===== src/rtl/sensor_sync_bank_if.sv =====
//------------------------------------------------------------------------------
// Module   : sensor_sync_bank_if
// Brief    : Sensor inputs, channel select and debounced outputs of sensor_sync_bank.
// Revision : 1.0
//------------------------------------------------------------------------------
`default_nettype none

interface sensor_sync_bank_if #(
    parameter int N_SENSORS = 6,
    parameter int SEL_W     = 5
);
    logic [N_SENSORS-1:0] S;
    logic [SEL_W-1:0]     Selector;
    logic                 Enable;
    logic                 Clear;
    logic                 Y;
    logic                 Rise;
    logic                 Valid;
    logic [N_SENSORS-1:0] Stable;
    logic [N_SENSORS-1:0] EventFlags;

    modport master (
        output S, Selector, Enable, Clear,
        input  Y, Rise, Valid, Stable, EventFlags
    );

    modport slave (
        input  S, Selector, Enable, Clear,
        output Y, Rise, Valid, Stable, EventFlags
    );
endinterface

`default_nettype wire


===== src/rtl/sensor_sync_bank.sv =====
//------------------------------------------------------------------------------
// Module   : sensor_sync_bank
// Brief    : Per-channel 2-flop sync + debounce, selectable Y/Rise output and
//            optional sticky rise flags (enabled by SYNC_EVENT_LATCH_EN).
// Revision : 1.0
//------------------------------------------------------------------------------
`default_nettype none

module sensor_sync_bank #(
    parameter int N_SENSORS       = 6,
    parameter int SEL_W           = 5,
    parameter int DEBOUNCE_CYCLES = 4
) (
    input  wire               Clk,
    input  wire               Reset,
    sensor_sync_bank_if.slave bus
);
    localparam int                 c_CNT_W = (DEBOUNCE_CYCLES > 1) ? $clog2(DEBOUNCE_CYCLES) : 1;
    localparam logic [c_CNT_W-1:0] c_LAST  = c_CNT_W'(DEBOUNCE_CYCLES - 1);

    logic [N_SENSORS-1:0] r_sync1;
    logic [N_SENSORS-1:0] r_sync2;
    logic [N_SENSORS-1:0] r_stable;
    logic [N_SENSORS-1:0] r_stable_d;
    logic [N_SENSORS-1:0] w_load;
    logic                 w_valid_nxt;
    logic                 w_sel_lvl;
    logic                 w_sel_lvl_d;
    logic                 r_y;
    logic                 r_rise;
    logic                 r_valid;

    genvar g;
    generate
        for (g = 0; g < N_SENSORS; g = g + 1) begin : g_chan
            logic [c_CNT_W-1:0] r_cnt;

            // Load fires on the DEBOUNCE_CYCLES-th consecutive disagreeing sample.
            assign w_load[g] = (r_sync2[g] != r_stable[g]) && (r_cnt == c_LAST);

            always_ff @(posedge Clk) begin
                if (Reset) begin
                    r_cnt <= '0;
                end else if ((r_sync2[g] == r_stable[g]) || (r_cnt == c_LAST)) begin
                    r_cnt <= '0;
                end else begin
                    r_cnt <= r_cnt + 1'b1;
                end
            end
        end
    endgenerate

    always_ff @(posedge Clk) begin
        if (Reset) begin
            r_sync1    <= '0;
            r_sync2    <= '0;
            r_stable   <= '0;
            r_stable_d <= '0;
        end else begin
            r_sync1    <= bus.S;
            r_sync2    <= r_sync1;
            r_stable   <= r_stable ^ w_load;
            r_stable_d <= r_stable;
        end
    end

    assign w_valid_nxt = (32'(bus.Selector) < N_SENSORS);

    always_comb begin
        w_sel_lvl   = 1'b0;
        w_sel_lvl_d = 1'b0;
        for (int k = 0; k < N_SENSORS; k++) begin
            if (bus.Selector == SEL_W'(k)) begin
                w_sel_lvl   = r_stable[k];
                w_sel_lvl_d = r_stable_d[k];
            end
        end
    end

    always_ff @(posedge Clk) begin
        if (Reset) begin
            r_y     <= 1'b0;
            r_rise  <= 1'b0;
            r_valid <= 1'b0;
        end else begin
            r_y     <= bus.Enable & w_valid_nxt & w_sel_lvl;
            r_rise  <= bus.Enable & w_valid_nxt & w_sel_lvl & ~w_sel_lvl_d;
            r_valid <= w_valid_nxt;
        end
    end

    assign bus.Y      = r_y;
    assign bus.Rise   = r_rise;
    assign bus.Valid  = r_valid;
    assign bus.Stable = r_stable;

`ifdef SYNC_EVENT_LATCH_EN
    logic [N_SENSORS-1:0] r_flags;

    // A new rising edge wins over a simultaneous Clear.
    always_ff @(posedge Clk) begin
        if (Reset) begin
            r_flags <= '0;
        end else begin
            r_flags <= (bus.Clear ? '0 : r_flags) | (w_load & r_sync2);
        end
    end

    assign bus.EventFlags = r_flags;
`else
    logic w_unused_clear;
    assign w_unused_clear = bus.Clear;
    assign bus.EventFlags = '0;
`endif

endmodule

`default_nettype wire


===== src/flat_wrapper.sv =====
// flat-port wrapper written by rule: the top's interface ports become plain ports
module sensor_sync_bank_flat 
#(
    parameter int N_SENSORS       = 6,
    parameter int SEL_W           = 5,
    parameter int DEBOUNCE_CYCLES = 4
)
  (Clk, Reset, bus_S, bus_Selector, bus_Enable, bus_Clear, bus_Y, bus_Rise, bus_Valid, bus_Stable, bus_EventFlags);
  sensor_sync_bank_if #(.N_SENSORS(N_SENSORS), .SEL_W(SEL_W)) bus_i ();
  input  wire Clk;
  input  wire Reset;
  input wire logic [$bits(bus_i.S)-1:0] bus_S;
  input wire logic [$bits(bus_i.Selector)-1:0] bus_Selector;
  input wire logic [$bits(bus_i.Enable)-1:0] bus_Enable;
  input wire logic [$bits(bus_i.Clear)-1:0] bus_Clear;
  output wire logic [$bits(bus_i.Y)-1:0] bus_Y;
  output wire logic [$bits(bus_i.Rise)-1:0] bus_Rise;
  output wire logic [$bits(bus_i.Valid)-1:0] bus_Valid;
  output wire logic [$bits(bus_i.Stable)-1:0] bus_Stable;
  output wire logic [$bits(bus_i.EventFlags)-1:0] bus_EventFlags;
  assign bus_i.S = bus_S;
  assign bus_i.Selector = bus_Selector;
  assign bus_i.Enable = bus_Enable;
  assign bus_i.Clear = bus_Clear;
  assign bus_Y = bus_i.Y;
  assign bus_Rise = bus_i.Rise;
  assign bus_Valid = bus_i.Valid;
  assign bus_Stable = bus_i.Stable;
  assign bus_EventFlags = bus_i.EventFlags;
  sensor_sync_bank #(.N_SENSORS(N_SENSORS), .SEL_W(SEL_W), .DEBOUNCE_CYCLES(DEBOUNCE_CYCLES)) u_core (.Clk(Clk), .Reset(Reset), .bus(bus_i));
endmodule

===== config.mk =====
export PLATFORM = sky130hd
export DESIGN_NAME = sensor_sync_bank_flat
export DESIGN_NICKNAME = d
export VERILOG_FILES = /design/src/rtl/sensor_sync_bank_if.sv /design/src/rtl/sensor_sync_bank.sv /design/src/flat_wrapper.sv
export SDC_FILE = /design/constraint.sdc
export NUM_CORES = 1
export LEC_CHECK = 0
export CORE_UTILIZATION = 40
export CTS_CLUSTER_DIAMETER = 50
export DETAILED_ROUTE_END_ITERATION = 7
export PLACE_DENSITY = 0.7
export SETUP_SLACK_MARGIN = 0.3
export SYNTH_ARGS = -nofsm -noshare
export SYNTH_HDL_FRONTEND = slang
export SYNTH_SLANG_ARGS = --single-unit

===== constraint.sdc =====
create_clock -name Clk -period 2.9 [get_ports Clk]
set_clock_uncertainty 0.15 [all_clocks]
set_input_delay 0.87 -clock Clk [delete_from_list [all_inputs] [get_ports Clk]]
set_output_delay 0.87 -clock Clk [all_outputs]
set_load 0.03 [all_outputs]

==> results.toml <==
[logic_synthesis]
synth_cells = 135
synthDistinctLibCells = 23
synthArstFlopShare_pct = 0
synth_ff_type = "dfxtp_1"
synthTopCellsByCount = "39 x dfxtp_1, 22 x nor2_1, 18 x nor2b_1, 7 x inv_1, 7 x mux2i_1"
yosysWarnings = 0
ys_seq_area_share_pct = 54.9
ys_ff_latch = 39
avgSynthCellArea_um2 = 10.5
yosysTopAreaCell = "dfxtp_1"
synthMostInstantiatedCell = "dfxtp_1"
synth_top_area_share_pct = 54.9
yosys-top-cells-area = "dfxtp_1 55%, nor2b_1 7.9%, nor2_1 5.8%"
netlist_area_um2 = 1420
synth_edf_count = 0

[sta]
clock.fmax_mhz = 401
worst_hold_slack_ns = 0.274
period_minus_slack_ns = 2.49
hold_violations = 0
post-route-period-util_pct = 86.0
finalSetupTns_ns = 0
rsz0062_at_grt = "no"
drv_slew = 0
setup_violations = 0

[global_route]
antenna_found_initial = 0
grtUsageTotal_pct = 13.9
grt_pass1_wl_mm = 3.68
grt_pass1_vias = 933
grt_max_degree = 31
overflow = 0

[route]
drt-pass1-iter-count = 4
wl_per_cell_um = 10.2
highest_layer = "met4"
m1WireLength_um = 917
routed_wl_mm = 2.11
drt_iter0_drc = 13
detail-route-antenna-nets = 0
wl_met2_um = 986
vias = 933
drc_errors = 0
wl_met3_um = 154
via_per_inst = 4.53

[critical_path]
path_cells = "clkdlybuf4s50_1"
required_ns = 1.88
critPathBufInv = 1
worstSetupPathType = "register to primary output"
endpoint_kind = "primary output"
cp-start-kind = "register"
critPathSlowestCell = "clkdlybuf4s50_1"
critical-path-max-stage-delay_ns = 0.71
arrival_ns = 1.47
cp_max_fo = 5
critPathTopFamily = "buffers and inverters"

[placed_design]
portBuffers = 22
place.gp.congestion = 0.750
hpwlAfterDp_mm = 1.54
dp.cells = 200

[layout]
diodes = 0
final_nets = 182
drive_gt1_share_pct = 7.50
fin_cells = 206
synthToLayoutAreaGrowth_pct = 20.2

[pwr]
power_density_nw_per_um2 = 497
ir_drop_v = 0.000248
leakagePower_nw = 0.680

[clock_tree]
cts_buffer_depth = 2
insertion_delay_ns = 0.34
clk_pin_slew_ns = 0.10
cts_root_buf = "clkbuf_4"
ctsHoldBuffers = 0
cts_buffers = 5
h-tree-depth = 2
tritoncts = "yes"
numClockSinks = 39
post_cts_buffers = 0
cts-resized-gates = 0

[floorplan]
initial_core_util_pct = 42.3
die_h_um = 61.6
die-area_um2 = 3800
die_x_um = 61.6
core_area_um2 = 3360
ios = 30
rows = 21

[worst_hold_path]
hp-class = "register to register"

[outcome]
outcome = "completed"

[run]
drv_cap = 0
==> cell type report <==
cell class	instances	area, µm²
Multi-Input combinational cell	84	567
Tap cell	46	57.6
Timing Repair Buffer	24	238
Inverter	7	26.3
Clock buffer	6	41.3
Sequential cell	39	781
Fill cell	329	1650
==> kinds of logic (layout without fill, tap and decap cells) <==
| group | after synthesis | after routing | share of synthesized area (%) |
|---|---|---|---|
| xor+xnor | 6 | 6 | 3.69 |
| flops | 39 | 39 | 54.9 |
| simple gates | 51 | 51 | 18.6 |
| mux | 9 | 9 | 7.30 |
| buf+inv | 17 | 37 | 6.60 |
| compound gates | 6 | 6 | 3.34 |
| other cells | 1 | 6 | 0.264 |
| fa+ha+maj | 6 | 6 | 5.28 |
==> cells in the final DEF, fill, tap and decap left out <==
cell type and n:
nor3_2 1, o311ai_1 1, clkdlybuf4s50_1 21, a21oi_1 2, o32ai_1 1, inv_1 7
ha_1 6, dlymetal6s2s_1 1, clkbuf_4 5, nor2b_1 18, nand2b_1 1, xnor2_1 6
o21ai_0 1, or3_1 6, mux2_2 1, buf_4 2, clkbuf_1 1, nand2b_2 1
nor2_1 22, mux4_2 1, conb_1 6, nand2_1 2, a2111oi_2 1, mux2i_1 7
dfxtp_1 39
==> metal layers <==
layer  track usage (%)  up-vias
li1                  -      474
met3              6.93        6
met5                 0        -
met1              13.3      429
met2              24.7       24
met4              6.67        0
==> stage by stage <==
stage | instance area [µm²] | util, % | power (mW) | setup slack, ns
after detailed placement | 1670 | 49.6 | 0.625 | 0.434
after global placement | 1670 | 49.6 | 0.623 | 0.435
final | 1710 | 50.9 | 0.851 | 0.405
after CTS | 1710 | 50.8 | 0.862 | 0.344
after floorplan | 1440 | - | 0.605 | 0.888
after global routing | 1710 | 50.9 | 0.890 | 0.313
==> where the power goes <==
group / internal [mW] / switching, mW / total (mW)
Sequential: 0.546 / 0.00432 / 0.551
Combinational: 0.0301 / 0.0313 / 0.0614
Clock: 0.0862 / 0.152 / 0.239
==> path summary, 6_finish.rpt <==
path | from | end | slack (ns) | depth (start not counted)
hold / removal | u_core.g_chan[0].r_cnt[0] | u_core.g_chan[0].r_cnt[0] | 0.27 | 1
setup reg to reg | u_core.r_stable_d[5] | u_core.bus.Rise | 1.55 | 3
setup / recovery | register | bus_Stable[4] | 0.41 | 1
hold reg to reg | u_core.g_chan[0].r_cnt[0] | u_core.g_chan[0].r_cnt[0] | 0.27 | 1
(Power assumes the default switching activity.)
